File: src/rtl/mprc_locking_router_if.sv
// Inbound grant stream and broadcast outbound bus of the locking router.
// Ports: io_in_* (valid/ready/dest/bits), io_out_* (per-port valid/ready,
// shared bits), io_locked, io_err.
interface mprc_locking_router_if #(
    parameter int N_OUT = 3
);
    logic             io_in_valid;
    logic             io_in_ready;
    logic [1:0]       io_in_dest;
    logic [1:0]       io_in_bits_addr_beat;
    logic [1:0]       io_in_bits_client_xact_id;
    logic             io_in_bits_is_builtin_type;
    logic [3:0]       io_in_bits_g_type;
    logic [127:0]     io_in_bits_data;

    logic [N_OUT-1:0] io_out_valid;
    logic [N_OUT-1:0] io_out_ready;
    logic [1:0]       io_out_bits_addr_beat;
    logic [1:0]       io_out_bits_client_xact_id;
    logic             io_out_bits_is_builtin_type;
    logic [3:0]       io_out_bits_g_type;
    logic [127:0]     io_out_bits_data;

    logic             io_locked;
    logic             io_err;

    modport master (
        output io_in_valid, io_in_dest,
        output io_in_bits_addr_beat, io_in_bits_client_xact_id,
        output io_in_bits_is_builtin_type, io_in_bits_g_type,
        output io_in_bits_data,
        output io_out_ready,
        input  io_in_ready, io_out_valid,
        input  io_out_bits_addr_beat, io_out_bits_client_xact_id,
        input  io_out_bits_is_builtin_type, io_out_bits_g_type,
        input  io_out_bits_data,
        input  io_locked, io_err
    );

    modport slave (
        input  io_in_valid, io_in_dest,
        input  io_in_bits_addr_beat, io_in_bits_client_xact_id,
        input  io_in_bits_is_builtin_type, io_in_bits_g_type,
        input  io_in_bits_data,
        input  io_out_ready,
        output io_in_ready, io_out_valid,
        output io_out_bits_addr_beat, io_out_bits_client_xact_id,
        output io_out_bits_is_builtin_type, io_out_bits_g_type,
        output io_out_bits_data,
        output io_locked, io_err
    );
endinterface

File: src/rtl/mprc_locking_router.sv
// Locking router: steers grant beats to one of N_OUT consumers, holding the
// destination for a whole data burst; one registered output slot.
// Ports: clk, reset (sync, active-low), bus (mprc_locking_router_if.slave).
// Optional: MPRC_ROUTER_BEAT_CHECK_EN flags addr_beat != beat counter in io_err.
module mprc_locking_router #(
    parameter int N_OUT = 3,
    parameter int BEATS = 4
) (
    input logic                 clk,
    input logic                 reset,
    mprc_locking_router_if.slave bus
);
    localparam int CW = (BEATS > 1) ? $clog2(BEATS) : 1;
    localparam logic [2:0] NOUT = 3'(N_OUT);

    typedef enum logic {
        IDLE,
        BURST
    } state_t;

    state_t          state, state_n;
    logic [CW-1:0]   cnt, cnt_n;
    logic [1:0]      lock_idx, lock_idx_n;

    logic            full;
    logic            drop;
    logic [1:0]      slot_dest;
    logic [1:0]      s_beat;
    logic [1:0]      s_xact;
    logic            s_builtin;
    logic [3:0]      s_gtype;
    logic [127:0]    s_data;

    logic            locked;
    logic            has_data;
    logic [1:0]      sel;
    logic            sel_bad;
    logic            sel_ready;
    logic            drain;
    logic            fire;
    logic            err;
    logic            err_set;

    assign locked    = (state == BURST);
    assign has_data  = !bus.io_in_bits_is_builtin_type
                     && (bus.io_in_bits_g_type < 4'd3);
    assign sel       = locked ? lock_idx : bus.io_in_dest;
    assign sel_bad   = ({1'b0, sel} >= NOUT);

    // Ready of the port the slot currently targets.
    always_comb begin
        sel_ready = 1'b0;
        for (int i = 0; i < N_OUT; i++) begin
            if (slot_dest == 2'(i)) sel_ready = bus.io_out_ready[i];
        end
    end

    // Dropped beats vacate the slot unconditionally.
    assign drain = full && (drop || sel_ready);
    assign bus.io_in_ready = !full || drain;
    assign fire  = bus.io_in_valid && bus.io_in_ready;

    always_comb begin
        state_n    = state;
        cnt_n      = cnt;
        lock_idx_n = lock_idx;
        if (fire) begin
            if (has_data) begin
                cnt_n   = cnt + CW'(1);
                state_n = (cnt_n != '0) ? BURST : IDLE;
                if (!locked) lock_idx_n = bus.io_in_dest;
            end else begin
                // Non-data beat ends any burst (abort if mid-burst).
                state_n = IDLE;
                cnt_n   = '0;
            end
        end
    end

    always_comb begin
        err_set = fire && sel_bad;
`ifdef MPRC_ROUTER_BEAT_CHECK_EN
        if (fire && has_data && (bus.io_in_bits_addr_beat != 2'(cnt)))
            err_set = 1'b1;
`endif
    end

    always_ff @(posedge clk) begin
        if (!reset) begin
            state    <= IDLE;
            cnt      <= '0;
            lock_idx <= '0;
            full     <= 1'b0;
            drop     <= 1'b0;
            err      <= 1'b0;
        end else begin
            state    <= state_n;
            cnt      <= cnt_n;
            lock_idx <= lock_idx_n;
            if (err_set) err <= 1'b1;
            if (fire) begin
                full <= 1'b1;
                drop <= sel_bad;
            end else if (drain) begin
                full <= 1'b0;
            end
        end
    end

    // Payload needs no reset; it is only observed when full.
    always_ff @(posedge clk) begin
        if (fire) begin
            slot_dest <= sel;
            s_beat    <= bus.io_in_bits_addr_beat;
            s_xact    <= bus.io_in_bits_client_xact_id;
            s_builtin <= bus.io_in_bits_is_builtin_type;
            s_gtype   <= bus.io_in_bits_g_type;
            s_data    <= bus.io_in_bits_data;
        end
    end

    always_comb begin
        bus.io_out_valid = '0;
        for (int i = 0; i < N_OUT; i++) begin
            bus.io_out_valid[i] = full && !drop && (slot_dest == 2'(i));
        end
    end

    assign bus.io_out_bits_addr_beat       = s_beat;
    assign bus.io_out_bits_client_xact_id  = s_xact;
    assign bus.io_out_bits_is_builtin_type = s_builtin;
    assign bus.io_out_bits_g_type          = s_gtype;
    assign bus.io_out_bits_data            = s_data;
    assign bus.io_locked                   = locked;
    assign bus.io_err                      = err;
endmodule

File: src/flat_wrapper.sv
// flat-port wrapper written by rule: the top's interface ports become plain ports
module mprc_locking_router_flat 
#(
    parameter int N_OUT = 3,
    parameter int BEATS = 4
)
  (clk, reset, bus_io_in_valid, bus_io_in_dest, bus_io_in_bits_addr_beat, bus_io_in_bits_client_xact_id, bus_io_in_bits_is_builtin_type, bus_io_in_bits_g_type, bus_io_in_bits_data, bus_io_out_ready, bus_io_in_ready, bus_io_out_valid, bus_io_out_bits_addr_beat, bus_io_out_bits_client_xact_id, bus_io_out_bits_is_builtin_type, bus_io_out_bits_g_type, bus_io_out_bits_data, bus_io_locked, bus_io_err);
  mprc_locking_router_if #(.N_OUT(N_OUT)) bus_i ();
  input logic clk;
  input logic reset;
  input wire logic [$bits(bus_i.io_in_valid)-1:0] bus_io_in_valid;
  input wire logic [$bits(bus_i.io_in_dest)-1:0] bus_io_in_dest;
  input wire logic [$bits(bus_i.io_in_bits_addr_beat)-1:0] bus_io_in_bits_addr_beat;
  input wire logic [$bits(bus_i.io_in_bits_client_xact_id)-1:0] bus_io_in_bits_client_xact_id;
  input wire logic [$bits(bus_i.io_in_bits_is_builtin_type)-1:0] bus_io_in_bits_is_builtin_type;
  input wire logic [$bits(bus_i.io_in_bits_g_type)-1:0] bus_io_in_bits_g_type;
  input wire logic [$bits(bus_i.io_in_bits_data)-1:0] bus_io_in_bits_data;
  input wire logic [$bits(bus_i.io_out_ready)-1:0] bus_io_out_ready;
  output wire logic [$bits(bus_i.io_in_ready)-1:0] bus_io_in_ready;
  output wire logic [$bits(bus_i.io_out_valid)-1:0] bus_io_out_valid;
  output wire logic [$bits(bus_i.io_out_bits_addr_beat)-1:0] bus_io_out_bits_addr_beat;
  output wire logic [$bits(bus_i.io_out_bits_client_xact_id)-1:0] bus_io_out_bits_client_xact_id;
  output wire logic [$bits(bus_i.io_out_bits_is_builtin_type)-1:0] bus_io_out_bits_is_builtin_type;
  output wire logic [$bits(bus_i.io_out_bits_g_type)-1:0] bus_io_out_bits_g_type;
  output wire logic [$bits(bus_i.io_out_bits_data)-1:0] bus_io_out_bits_data;
  output wire logic [$bits(bus_i.io_locked)-1:0] bus_io_locked;
  output wire logic [$bits(bus_i.io_err)-1:0] bus_io_err;
  assign bus_i.io_in_valid = bus_io_in_valid;
  assign bus_i.io_in_dest = bus_io_in_dest;
  assign bus_i.io_in_bits_addr_beat = bus_io_in_bits_addr_beat;
  assign bus_i.io_in_bits_client_xact_id = bus_io_in_bits_client_xact_id;
  assign bus_i.io_in_bits_is_builtin_type = bus_io_in_bits_is_builtin_type;
  assign bus_i.io_in_bits_g_type = bus_io_in_bits_g_type;
  assign bus_i.io_in_bits_data = bus_io_in_bits_data;
  assign bus_i.io_out_ready = bus_io_out_ready;
  assign bus_io_in_ready = bus_i.io_in_ready;
  assign bus_io_out_valid = bus_i.io_out_valid;
  assign bus_io_out_bits_addr_beat = bus_i.io_out_bits_addr_beat;
  assign bus_io_out_bits_client_xact_id = bus_i.io_out_bits_client_xact_id;
  assign bus_io_out_bits_is_builtin_type = bus_i.io_out_bits_is_builtin_type;
  assign bus_io_out_bits_g_type = bus_i.io_out_bits_g_type;
  assign bus_io_out_bits_data = bus_i.io_out_bits_data;
  assign bus_io_locked = bus_i.io_locked;
  assign bus_io_err = bus_i.io_err;
  mprc_locking_router #(.N_OUT(N_OUT), .BEATS(BEATS)) u_core (.clk(clk), .reset(reset), .bus(bus_i));
endmodule
File: config.mk
export PLATFORM = sky130hd
export DESIGN_NAME = mprc_locking_router_flat
export DESIGN_NICKNAME = d
export VERILOG_FILES = /design/src/rtl/mprc_locking_router_if.sv /design/src/rtl/mprc_locking_router.sv /design/src/flat_wrapper.sv
export SDC_FILE = /design/constraint.sdc
export NUM_CORES = 1
export LEC_CHECK = 0
export ABC_CLOCK_PERIOD_IN_PS = 5400
export CORE_MARGIN = 5
export CORE_UTILIZATION = 33
export DETAILED_ROUTE_END_ITERATION = 10
export HOLD_SLACK_MARGIN = 0.15
export PLACE_DENSITY = 0.76
export RECOVER_POWER = 100
export SLEW_MARGIN = 10
export SYNTH_ARGS = -nofsm -noshare
export SYNTH_HDL_FRONTEND = slang
export SYNTH_SLANG_ARGS = --single-unit
File: constraint.sdc
create_clock -name clk -period 5.4 [get_ports clk]
set_input_delay 0.54 -clock clk [delete_from_list [all_inputs] [get_ports clk]]
set_output_delay 0.54 -clock clk [all_outputs]
set_load 0.01 [all_outputs]
Yosys cells after proc, flatten, opt, wreduce, memory -nomap -nowiden
Index checks and enable logic that the tools add are counted.
{ "totals": {"output_inout_bits": 143, "input_bits": 145, "word_cells": 43, "reg_bits": 147} }
{ "classes": {"order_cmp": 2, "muxes": 9, "n_reduce_logical": 17, "eq_ne": 2, "n_addsub": 1} }
{ "ops": {"columns": ["cell", "n"], "rows": [
  ["$logic_and 1x1->1", 8],
  ["$mux 1", 7],
  ["$lt 4x2->1 const B", 1],
  ["$mux 2", 2],
  ["$reduce_bool 2->1", 2],
  ["$logic_not 1->1", 3],
  ["$add 2x1->2 const B", 1],
  ["$eq 2x1->1 const B", 1],
  ["$eq 2x2->1 const B", 1],
  ["$ge 2x2->1 const B", 1],
  ["$logic_not 2->1", 1],
  ["$logic_or 1x1->1", 2],
  ["$reduce_and 2->1", 1]
]} }

Longest topological paths before layout
Gate-level depths: netlist of run 1.
{ "logic_depth": {"word_depth": 9, "depth_mapped": 4, "depth_no_buf": 4} }

Worst setup path after synthesis of run 1
No wires, ideal clock.
{ "synth_path": {"kind": "input port to flip-flop", "from": "input port bus_io_out_ready[2]", "to": "register u_core.s_beat[0], in the netlist u_core.bus.io_out_bits_addr_beat[0], enable pin", "required_ns": 4.846, "t_arrival_ns": 4.894, "stages": 3, "slack_ns": -0.048, "setup_ns": 0.554, "path_buffers": 0, "path_cell_list": "mux2i_1 > or2_1 > a41oi_2"} }
{ "synth_via": {"elab_chain_cells": 5} }
{ "synth_lines": {"columns": ["element", "line_no", "text"], "rows": [
  ["from (decl)", "flat_wrapper.sv:18", "input wire logic [$bits(bus_i.io_out_ready)-1:0] bus_io_out_ready;"],
  ["$mux 1", "mprc_locking_router.sv:54", "if (slot_dest == 2'(i)) sel_ready = bus.io_out_ready[i];"],
  ["$logic_or 1x1->1", "mprc_locking_router.sv:59", "assign drain = full && (drop || sel_ready);"],
  ["$logic_and 1x1->1", "mprc_locking_router.sv:59", null],
  ["$logic_or 1x1->1", "mprc_locking_router.sv:60", "assign bus.io_in_ready = !full || drain;"],
  ["$logic_and 1x1->1", "mprc_locking_router.sv:61", "assign fire = bus.io_in_valid && bus.io_in_ready;"],
  ["via u_core.fire", "mprc_locking_router.sv:40", "logic fire;"],
  ["to (signal assigned)", "mprc_locking_router.sv:114", "s_beat <= bus.io_in_bits_addr_beat;"],
  ["to (decl)", "mprc_locking_router.sv:28", "logic [1:0] s_beat;"]
]} }
The timed path passes the listed nets, and every way through them passes these cells.
A chain may end at the register's enable or synchronous reset.

Worst setup path in the final report of run 1
{ "layout_path": {"from": "input port bus_io_out_ready[2]", "to": "output port bus_io_in_ready"} }
{ "layout_via": {"elab_chain_cells": 4} }
{ "layout_lines": {"columns": ["element", "line_no", "text"], "rows": [
  ["$mux 1", "mprc_locking_router.sv:54", null],
  ["$logic_or 1x1->1", "mprc_locking_router.sv:59", null],
  ["$logic_and 1x1->1", "mprc_locking_router.sv:59", null],
  ["$logic_or 1x1->1", "mprc_locking_router.sv:60", null],
  ["to (decl)", "flat_wrapper.sv:19", "output wire logic [$bits(bus_i.io_in_ready)-1:0] bus_io_in_ready;"]
]} }
Every way passes these cells.

==> results of run 1 <==
## report_power, final
group / total (W) / switching (W) / internal (W)
Sequential: 0.00135 / 0.0000181 / 0.00134
Combinational: 0.000279 / 0.000120 / 0.000159
Clock: 0.00109 / 0.000426 / 0.000669
## sequential cells by signal, summed over array words and instances, names as in the netlist
signal and cells:
u_core.bus.io_err 1, u_core.bus.io_locked 1, u_core.bus.io_out_bits_addr_beat 2, u_core.bus.io_out_bits_client_xact_id 2, u_core.bus.io_out_bits_data 128, u_core.bus.io_out_bits_g_type 4
u_core.bus.io_out_bits_is_builtin_type 1, u_core.cnt 2, u_core.drop 1, u_core.full 1, u_core.lock_idx 2, u_core.slot_dest 2
## final cells by class
class / count / share of cell area
Sequential cell: 147 / 0.524
Timing Repair Buffer: 288 / 0.350
Clock buffer: 19 / 0.0523
Multi-Input combinational cell: 38 / 0.0308
Tap cell: 180 / 0.0272
Clock inverter: 12 / 0.0141
Inverter: 3 / 0.00136
Antenna cell: 3 / 0.000907
## metal layers
layer / GRT usage / part of all wire
met5: 0 / 0
met2: 0.259 / 0.54
met3: 0.0515 / 0.090
met1: 0.157 / 0.35
met4: 0.0662 / 0.015
## worst max-delay path, stage by stage
cell and delay (ns):
dlygate4sd3_1 0.55, mux2i_1 0.10, o2111ai_1 0.48, dlygate4sd3_1 0.69
## stage by stage
stage / setup WS (ns) / hold WS, ns / total power (W) / instances
after CTS: 2.82 / 0.475 / 0.00281 / 687
after global placement: 2.79 / 0.455 / 0.00170 / 656
final: 2.50 / 0.476 / 0.00273 / 690
after detailed placement: 2.72 / 0.464 / 0.00171 / 656
after global routing: 2.40 / 0.493 / 0.00283 / 690
after floorplan: 1.34 / 0.439 / 0.00146 / 189
## logic make-up (layout without fill, tap and decap cells)
family                   after synthesis  in the layout  synth area share
AO/OA/AOI/OAI                         12             12            0.0249
adder cells (fa/ha/maj)                1              1           0.00270
buffers and inverters                  4            322           0.00324
flip-flops                           147            147             0.936
multiplexers                           3              3           0.00703
other                                  0              3                 0
AND/OR/NAND/NOR                       22             22            0.0259
## path summary, 6_finish.rpt
path | start | endpoint | depth (start not counted)
worst min-delay path | u_core.lock_idx[1] | u_core.lock_idx[1] | 2
worst min register to register | u_core.lock_idx[1] | u_core.lock_idx[1] | 2
worst max register to register | u_core.slot_dest[1] | u_core.bus.io_out_bits_data[78] | 4
worst max-delay path | bus_io_out_ready[2] | bus_io_in_ready | 4
## placed cells by master (no fill, tap or decap), types with 3 or more instances in the layout
master             n
nand2_1            8
clkinv_2           4
clkbuf_16         17
clkdlybuf4s50_1    4
clkinv_1           3
dfxtp_1            8
dlygate4sd3_1    283
edfxtp_1         139
diode_2            3
==> impl_metrics.py, run 1 <==
metrics = {
    "clock_tree": {
        "htree_levels": 4,
        "cts.repair.resized": 0,
        "clkLatencyLatePin_ns": 0.41,
        "post_cts_buffers": 0,
        "cts_made_buffers": 17,
        "cts_tree": "yes",
        "postCtsHoldBufs": 0,
        "cts.clk_slew.worst_paths_ns": 0.05,
        "clk_path_buf_depth": 2,
        "cts-root-buf": "clkbuf_16",
        "cts.sinks": 147,
    },
    "timing": {
        "worstMarginPinSlew_ns": 0.843,
        "hold_viol": 0,
        "period_share": 0.537,
        "period_needed_ns": 2.90,
        "slew_viol_final": 0,
        "slew_headroom": 0.438,
        "rsz0062_at_grt": "no",
        "skew_ns": 0.00732,
        "setup_viol": 0,
        "fmax_mhz": 345,
        "fin_tns_setup_ns": 0,
    },
    "worst_setup_path": {
        "r2r_slack_ns": 3.14,
        "path_max_fanout": 7,
        "endpoint_kind": "output pin",
        "path_class": "in2out",
        "crit_path_start_kind": "primary input",
        "cp.arrival_ns": 2.36,
        "cp.required_ns": 4.86,
    },
    "yosys": {
        "netlist.area_leader.share": 0.902,
        "synth.area.top_cells": "edfxtp_1, dfxtp_1, nand2_1",
        "ys.flop_type": "edfxtp_1",
        "synth_nets": 335,
        "ys_ff_latch": 147,
        "synth_cells": 189,
        "synth_commonest_cells": "edfxtp_1, dfxtp_1, nand2_1",
        "synth_most_common_cell": "edfxtp_1",
        "yosysWarnings": 0,
        "synthArstFlopShare": 0,
        "syn_avg_cell_area_um2": 24.5,
        "netlist_area_um2": 4630,
        "yosysTopAreaCell": "edfxtp_1",
        "synth_cell_types": 30,
        "synth_enable_flop_cells": 139,
        "ys_seq_area_frac": 0.936,
    },
    "floorplanning": {
        "die_area_um2": 16500,
        "die_x_um": 128,
        "pin_count": 288,
        "die_h_um": 128,
        "num_rows": 43,
        "fp.coreArea_um2": 13800,
        "initial_utilization": 0.335,
    },
    "power_and_ir_drop": {
        "p_per_area_nw_per_um2": 330,
        "irDropWorstVdd_mv": 0.217,
        "leakagePower_nw": 2.98,
    },
    "route": {
        "finalWirelength_um": 12500,
        "vias": 2979,
        "remaining_drc_errors": 0,
        "vias_per_cell": 4.32,
        "drt_first_pass_iters": 5,
        "first_iter_violations": 216,
        "ant_nets": 0,
        "avgRoutedWirePerCell_um": 18.1,
    },
    "finish": {
        "seqCellArea_um2": 4330,
        "final_net_count": 641,
        "finalCoreUtilization": 0.598,
        "drive_gt1_frac": 0.0611,
        "design_area_um2": 8280,
        "multi_input_area_um2": 255,
        "areaGrowthSynthToFinish_pct": 78.8,
        "fillers": 1021,
    },
    "global_route": {
        "grt_overflow": 0,
        "grt_max_degree": 143,
        "track_usage": 0.147,
        "antenna_found_initial": 3,
        "grt_pass1_wl_um": 17700,
        "grt_pass1_vias": 3096,
    },
    "run_status": {
        "outcome": "complete, no violations",
    },
    "placed_design": {
        "place_congestion": 0.831,
        "dpl.hpwl_um": 9520,
        "port_buffers": 287,
        "dpl_cell_area_um2": 7750,
    },
    "run": {
        "maxCapViolCount": 0,
    },
    "hold_path": {
        "hp-class": "reg2reg",
    },
}
Power figures use the tool's default switching activity.
==> run 2, diff against run 1 <==
--- a/config.mk
+++ b/config.mk
@@ -5,12 +5,12 @@
 export SDC_FILE = /design/constraint.sdc
 export NUM_CORES = 1
 export LEC_CHECK = 0
-export ABC_CLOCK_PERIOD_IN_PS = 5400
+export ABC_CLOCK_PERIOD_IN_PS = 2700
 export CORE_MARGIN = 5
-export CORE_UTILIZATION = 33
+export CORE_UTILIZATION = 37
 export DETAILED_ROUTE_END_ITERATION = 10
 export HOLD_SLACK_MARGIN = 0.15
-export PLACE_DENSITY = 0.76
+export PLACE_DENSITY = 0.81
 export RECOVER_POWER = 100
 export SLEW_MARGIN = 10
 export SYNTH_ARGS = -nofsm -noshare
==> constraint.sdc (replaced) <==
create_clock -name clk -period 2.7 [get_ports clk]
set_input_delay 0.27 -clock clk [delete_from_list [all_inputs] [get_ports clk]]
set_output_delay 0.27 -clock clk [all_outputs]
set_load 0.01 [all_outputs]
==> run 2 against run 1 <==
Net effect:
- final cell count shrank 1.4%
- combinational power up 100%
- first-iteration DRC count is 22% lower
- sequential power grew 100%
- critical endpoint is now u_core.bus.io_out_bits_data[6]
- non-clock buffer count rose by 1
- critical path depth unchanged
- die area down 10%
- flip-flop and latch count did not move
- count of clock-buffer cells in the layout down 1
- highest routed layer unchanged
==> impl_metrics.py, run 2 (same netlist as run 1, synthesis figures left out) <==
metrics = {
    "run_status": {
        "outcome": "complete, no violations",
    },
    "global_route": {
        "grt_overflow": 0,
        "busiest_layer": "met2",
        "grt_pass1_wl_um": 18700,
        "track_usage": 0.172,
        "antenna_found_initial": 3,
        "gr-usage-met3": 0.0641,
        "use_met2": 0.327,
        "use_met1": 0.167,
        "grt_max_degree": 82,
        "grt_pass1_vias": 3278,
    },
    "clock_tree": {
        "cts.repair.resized": 0,
        "clkLatencyLatePin_ns": 0.41,
        "cts.clk_slew.worst_paths_ns": 0.06,
        "cts_made_buffers": 17,
        "htree_levels": 4,
        "cts.sinks": 147,
        "cts-root-buf": "clkbuf_16",
        "post_cts_buffers": 0,
        "clk_path_buf_depth": 2,
        "postCtsHoldBufs": 0,
        "cts_tree": "yes",
    },
    "placed_design": {
        "place_congestion": 0.851,
        "port_buffers": 287,
        "dpl.hpwl_um": 9990,
        "place_inst": 645,
        "dpl_cell_area_um2": 7760,
    },
    "finish": {
        "final_net_count": 642,
        "finalCoreUtilization": 0.684,
        "final_common_cell": "dlygate4sd3_1",
        "design_area_um2": 8320,
        "final_cell_mix": "dlygate4sd3_1, edfxtp_1, clkbuf_16",
        "fin_cells": 680,
        "largest_reg_flops": 128,
        "areaGrowthSynthToFinish_pct": 79.7,
        "drive_gt1_frac": 0.0688,
    },
    "route": {
        "vias": 2991,
        "drt_first_pass_iters": 4,
        "finalWirelength_um": 12900,
        "avgRoutedWirePerCell_um": 18.9,
        "ant_nets": 0,
        "remaining_drc_errors": 0,
        "vias_per_cell": 4.40,
        "first_iter_violations": 169,
    },
    "worst_setup_path": {
        "cp.required_ns": 2.73,
        "path_max_fanout": 61,
        "crit_path_start_kind": "flip-flop",
        "path_class": "reg2reg",
        "endpoint_kind": "flip-flop",
        "cp.arrival_ns": 2.43,
    },
    "floorplanning": {
        "pin_count": 288,
        "die_area_um2": 14800,
        "die_x_um": 122,
        "die_h_um": 122,
        "initial_utilization": 0.381,
        "num_rows": 40,
        "fp.coreArea_um2": 12200,
    },
    "power_and_ir_drop": {
        "leakagePower_nw": 3.00,
        "p_per_area_nw_per_um2": 671,
        "irDropWorstVdd_mv": 0.388,
    },
    "hold_path": {
        "hp-class": "in2reg",
    },
    "timing": {
        "period_needed_ns": 2.40,
        "worstMarginPinSlew_ns": 0.827,
        "slew_headroom": 0.449,
        "period_share": 0.888,
        "skew_ns": 0.00980,
        "rsz0062_at_grt": "no",
        "hold_viol": 0,
        "setup_viol": 0,
        "slew_viol_final": 0,
        "fmax_mhz": 417,
        "holdWs_ns": 0.483,
    },
    "run": {
        "maxCapViolCount": 0,
    },
}
-- run 2: critical path, cell delays in order (launching register included) --
cell and delay, ns:
edfxtp_1 0.44, mux2i_1 0.20, or2_0 0.23, a41oi_1 0.34, clkbuf_4 0.77
-- run 2: metal layers --
layer / share of wire / vias up
met1: 0.32 / 1425
met2: 0.56 / 171
met4: 0.016 / 0
met3: 0.098 / 21
met5: 0 / -
li1: - / 1374
-- run 2: power breakdown --
part / total [W] / switching, W / internal [W]
sequential: 0.00271 / 0.0000380 / 0.00267
clock: 0.00231 / 0.000867 / 0.00145
combinational: 0.000562 / 0.000240 / 0.000321
total: 0.00558 / 0.00115 / 0.00444
-- run 2: through the flow --
step           setup TNS, ns  power (W)  setup WS [ns]
4_1_cts                    0    0.00576          0.426
2_1_floorplan        -162.60    0.00292          -1.15
6_report                   0    0.00558          0.303
3_3_place_gp               0    0.00341          0.567
5_1_grt                    0    0.00578          0.157
3_5_place_dp               0    0.00343          0.517
-- run 2: layout make-up --
| type | count | area, um2 |
|---|---|---|
| fillers | 804 | 3840 |
| inverters | 3 | 11.3 |
| clock inverters | 14 | 163 |
| flip-flops and latches | 147 | 4330 |
| multi-input cells | 38 | 265 |
| diodes | 3 | 7.51 |
| repair buffers | 289 | 2900 |
| clock buffers | 18 | 429 |
| well taps | 168 | 210 |
-- run 2: final timing paths --
check | startpoint | to | slack [ns] | depth (start not counted)
setup / recovery | u_core.slot_dest[1] | u_core.bus.io_out_bits_data[6] | 0.30 | 4
hold / removal | bus_io_in_bits_data[110] | u_core.bus.io_out_bits_data[110] | 0.48 | 1
setup reg to reg | u_core.slot_dest[1] | u_core.bus.io_out_bits_data[6] | 0.30 | 4
hold reg to reg | u_core.cnt[1] | u_core.cnt[1] | 0.49 | 2
==> RTL edit 1, RTL diff (flow settings as in run 2) <==
The option `MPRC_ROUTER_BEAT_CHECK_EN` is turned on by a define.
--- a/src/rtl/mprc_locking_router.sv
+++ b/src/rtl/mprc_locking_router.sv
@@ -3,4 +3,6 @@
 // Ports: clk, reset (sync, active-low), bus (mprc_locking_router_if.slave).
 // Optional: MPRC_ROUTER_BEAT_CHECK_EN flags addr_beat != beat counter in io_err.
+`define MPRC_ROUTER_BEAT_CHECK_EN
+
 module mprc_locking_router #(
     parameter int N_OUT = 3,
Behaviour: not the same (Yosys sat finds a counterexample within 4 cycles, from zero or initial values and one cycle with reset low).
==> RTL edit 1 against run 2 <==
  * The flow now finishes with violations (max-capacitance violations, max-slew violations)
  * Maximum frequency increased by 1.3%
  * Non-clock buffer count unchanged
  * Die area up 0.48%
  * Total power up 4.4%
  * Synthesized cell count rose by 1.6%
  * Clock power rose by 10%
  * Synthesized area is 0.51% higher
  * Sequential cell count is the same
  * Wire length rose by 4.1%
  * Cell area up 0.86%
  * Setup slack improved by 0.030 ns
  * Largest cell class unchanged
  * Largest power group unchanged
  * Highest routed layer unchanged
==> RTL edit 1: results (changes against run 2) <==
Synth warnings: 0 (unchanged)
crit-path max FO: 79 (+30%)
hold path depth: 2 (+1)
M1 WL: 4586 um (+11%)
area post-placement: 7789 sq um (+0.37%)
MaxCap Viol Count: 1 (+1)
worst hold endpoint: u_core.bus.io_err$_SDFFE_PN0P_
min-delay src: u_core.bus.io_err$_SDFFE_PN0P_
met1 usage: 18.06% (+1.4 points)
failing checks: max-capacitance violations, max-slew violations
synth cell count leaders: edfxtp_1, nand2_1, dfxtp_1
PortBufs: 287 (unchanged)
Post-Syn Nets: 338 (+0.90%)
Fillers: 840 (+4.5%)
vias in the first global route: 3247 (-0.95%)
all-layer global routing usage: 17.47% (+0.26 points)
wire per inst: 19.44 um (+2.8%)
outcome: finished, violations left
met3 wire length: 1228 um (-2.6%)
Syn Inst Count: 192 (+1.6%)
WHS: 0.4720 ns (-0.01072 ns)
share of cells above drive strength 1: 6.250% (-0.63 points)
DRC viols: 0 (unchanged)
Layout Cells excl Fill: 689 (+1.3%)
sequential area share after synthesis: 93.14% (-0.48 points)
1st-iter DRT viols: 238 (+41%)
synth top area cells: edfxtp_1, dfxtp_1, nand2_1, mux2i_1, a2111oi_4
Max VDD drop: 0.5913 mV (+52%)
total number of vias: 3028 (+1.2%)
DP HPWL: 10210 um (+2.2%)
Hold Path Class: register to register
post-synth top area share: 89.70% (-0.46 points)
Slew Viols, Final: 5 (+5)
Hold Violations, Final: 0 (unchanged)
pre-CTS setup slack: 0.6446 ns (+0.1274 ns)
Crit path arrival time: 2.39 ns (-0.04 ns)
placer congestion estimate: 0.8517 (+0.14%)
skew final: 0.005089 ns (-0.004711 ns)
met2 WL: 7338 um (+1.3%)
met3 Use GR: 6.592% (+0.19 points)
FF-to-FF End: u_core.bus.io_out_bits_data[121]$_DFFE_PN_
# nets final: 646 (+0.62%)
slowest stage delay, CP: 0.83 ns (+0.06 ns)
FFs w/ async S/R, synth: 0% (unchanged)
leakage: 3.046 nW (+1.5%)
Hold Buf Count CTS: 0 (unchanged)
largest net degree at the start of global routing: 80 (-2.4%)
Sw Pwr: 1.126 mW (-1.7%)
Post-Place Cells: 653 (+1.2%)
reg2reg setup slack: 0.33 ns (+0.03 ns)
Yosys cell types: 25 (-17%)
worst r2r src: u_core.slot_dest[0]$_DFFE_PN_
CP max-delay cell: clkbuf_4
Tightest Pin Transition: 1.601 ns (+0.7738 ns)
grt met2 use: 31.39% (-1.3 points)
CTS Buf Count: 17 (unchanged)
first-pass GRT wire length: 18770 um (+0.37%)
Top delay family on crit path: buffers and inverters
## RTL edit 1: area by class of cell
type	count	share of cell area (%)
diodes	5	0.1491
clock buffers	18	5.114
clock inverters	13	2.550
inverters	4	0.1938
multi-input cells	41	3.370
flip-flops and latches	147	51.65
well taps	172	2.564
repair buffers	289	34.41
## RTL edit 1: worst max path at each step
stage	startpoint	endpoint	slack, ns
5_1_grt	u_core.slot_dest[0]$_DFFE_PN_	u_core.bus.io_out_bits_data[79]$_DFFE_PN_	0.19
3_3_place_gp	bus_io_out_ready[1]	bus_io_in_ready	0.67
6_report	u_core.slot_dest[0]$_DFFE_PN_	u_core.bus.io_out_bits_data[121]$_DFFE_PN_	0.33
2_1_floorplan	u_core.slot_dest[0]$_DFFE_PN_	u_core.bus.io_out_bits_addr_beat[0]$_DFFE_PN_	-0.64
3_5_place_dp	bus_io_out_ready[1]	bus_io_in_ready	0.64
4_1_cts	u_core.slot_dest[0]$_DFFE_PN_	bus_io_in_ready	0.40
## RTL edit 1: power by group through the flow
stage | sequential, mW | clock (mW) | combinational [mW]
after floorplan | 2.84 | 0 | 0.0734
after global placement | 2.75 | 0 | 0.661
after detailed placement | 2.76 | 0 | 0.674
after CTS | 2.72 | 2.60 | 0.679
after global routing | 2.72 | 2.71 | 0.602
final | 2.71 | 2.55 | 0.569
## RTL edit 1: worst min-delay path: stages (launching register included)
cell and delay (ns):
dfxtp_1 0.33, nand2_1 0.07, o41ai_2 0.04
## RTL edit 1: cell families after synthesis
family,synth area share (%)
muxes,1.129
buffers and inverters,0.3494
DFF,93.14
and+or+nand+nor,2.528
AOI/OAI and AO/OA,2.205
adders and majority gates,0.2688
xor gates and xnor gates,0.3765
==> RTL edit 2, RTL diff (flow settings as in run 2) <==
Without the edit above. Reset style: asynchronous (`reset`), changed in one clocked block.
--- a/src/rtl/mprc_locking_router.sv
+++ b/src/rtl/mprc_locking_router.sv
@@ -86,5 +86,5 @@
     end
 
-    always_ff @(posedge clk) begin
+    always_ff @(posedge clk or negedge reset) begin
         if (!reset) begin
             state    <= IDLE;
Behaviour: differs if reset is asserted again (counterexample within 4 cycles, from zero or initial values and one cycle with reset low); with reset held inactive, the same outputs for 10 cycles.
==> RTL edit 2 against run 2 <==
  * Wire length increased by 0.34%
  * Largest power group unchanged
  * Count of clock-buffer cells in the layout unchanged
  * Critical path type is now register to primary output
  * Total power increased by 9.5%
  * Cell area increased by 0.92%
  * Setup slack improved by 0.13 ns
  * Cell count decreased by 1.8%
  * Sequential cell count unchanged
  * Largest cell class unchanged
  * Highest routed layer is now met5
  * Die area unchanged
  * Synthesized area unchanged
  * Synthesized cell count decreased by 6.9%
  * Non-clock buffer count increased by 1
==> RTL edit 2: results (changes against run 2) <==
met1 usage: 17.19% (+0.50 points)
met3 wire length: 1416 um (+12%)
largest net degree at the start of global routing: 72 (-12%)
Hold Path Class: register to register
Fillers: 811 (+0.87%)
FF-to-FF path depth: 5 (+1)
combinational power: 751 uW (+34%)
Hold Buf Count CTS: 1 (+1)
Syn Inst Count: 176 (-6.9%)
CP max-delay cell: dlygate4sd3_1
slowest stage delay, CP: 0.64 ns (-0.13 ns)
met3 Use GR: 8.264% (+1.9 points)
FF-to-FF End: u_core.bus.io_out_bits_data[83]$_DFFE_PP_
top sig layer: met5
met2 WL: 7013 um (-3.1%)
Tightest Pin Transition: 0.8374 ns (+0.01053 ns)
all-layer global routing usage: 17.50% (+0.29 points)
sequential area share after synthesis: 94.49% (+0.86 points)
PD cells: 728.4 nW/um^2 (+8.5%)
Layout Cells excl Fill: 668 (-1.8%)
Max VDD drop: 0.4769 mV (+23%)
Yosys cell types: 23 (-23%)
FFs w/ async S/R, synth: 5.442% (+5.4 points)
1st-iter DRT viols: 161 (-4.7%)
worst-skew pair later-pin latency: 0.40 ns
pre-CTS setup slack: 0.5753 ns (+0.05810 ns)
total number of vias: 2902 (-3.0%)
vias in the first global route: 3198 (-2.4%)
share of cells above drive strength 1: 6.841% (-0.035 points)
Post-Place Cells: 633 (-1.9%)
wire per inst: 19.32 um (+2.1%)
Post-Syn Nets: 322 (-3.9%)
Flop pwr share: 46.1% (-2.4 points)
outcome: complete, no violations
Sw Pwr: 1.236 mW (+8.0%)
DP HPWL: 10070 um (+0.74%)
grt met2 use: 31.28% (-1.5 points)
M1 WL: 4198 um (+1.3%)
skew final: 0.006263 ns (-0.003537 ns)
placer congestion estimate: 0.7909 (-7.0%)
worst setup path endpoint: bus_io_in_ready
synth top area cells: edfxtp_1, dfrtp_1, mux2_2, mux2_4, o2111ai_4
synth cell count leaders: edfxtp_1, dfrtp_1, mux2_2
reg2reg setup slack: 0.68 ns (+0.38 ns)
first-pass GRT wire length: 18860 um (+0.85%)
crit-path max FO: 6 (-90%)
Crit path arrival time: 2.00 ns (-0.43 ns)
[RTL edit 2: area by class of cell]
type	instances	area [sq um]	area share, %
Sequential cell	147	4374	52.09
Timing Repair Buffer	290	2923	34.81
Clock buffer	18	429.2	5.111
Multi-Input combinational cell	27	230.2	2.742
Clock inverter	13	214.0	2.548
Tap cell	168	210.2	2.503
Inverter	2	8.758	0.1043
Antenna cell	3	7.507	0.08941
[RTL edit 2: logic make-up after synthesis]
kind of cell | Yosys count | share of synthesized area (%)
AOI/OAI and AO/OA | 5 | 1.324
buffers and inverters | 2 | 0.1622
adders and majority gates | 1 | 0.2702
DFF | 147 | 94.49
and+or+nand+nor | 14 | 1.919
muxes | 7 | 1.838
[RTL edit 2: worst max-delay path, delay by kind of cell (launching register included)]
kind | cells | cell delay [ns]
mux | 1 | 0.36
flops | 1 | 0.42
compound gates | 1 | 0.17
buf+inv | 1 | 0.64
[RTL edit 2: worst min path at each step]
stage | cells after the start | to | slack (ns) | from
after floorplan | 0 | u_core.bus.io_err$_DFFE_PN0P_ | -0.03 | reset
after global placement | 1 | u_core.bus.io_err$_DFFE_PN0P_ | 0.46 | u_core.bus.io_err$_DFFE_PN0P_
after detailed placement | 1 | u_core.bus.io_err$_DFFE_PN0P_ | 0.45 | u_core.bus.io_err$_DFFE_PN0P_
after CTS | 1 | u_core.bus.io_out_bits_data[37]$_DFFE_PP_ | 0.39 | bus_io_in_bits_data[37]
after global routing | 1 | u_core.bus.io_out_bits_data[67]$_DFFE_PP_ | 0.46 | bus_io_in_bits_data[67]
final | 1 | u_core.bus.io_err$_DFFE_PN0P_ | 0.47 | u_core.bus.io_err$_DFFE_PN0P_
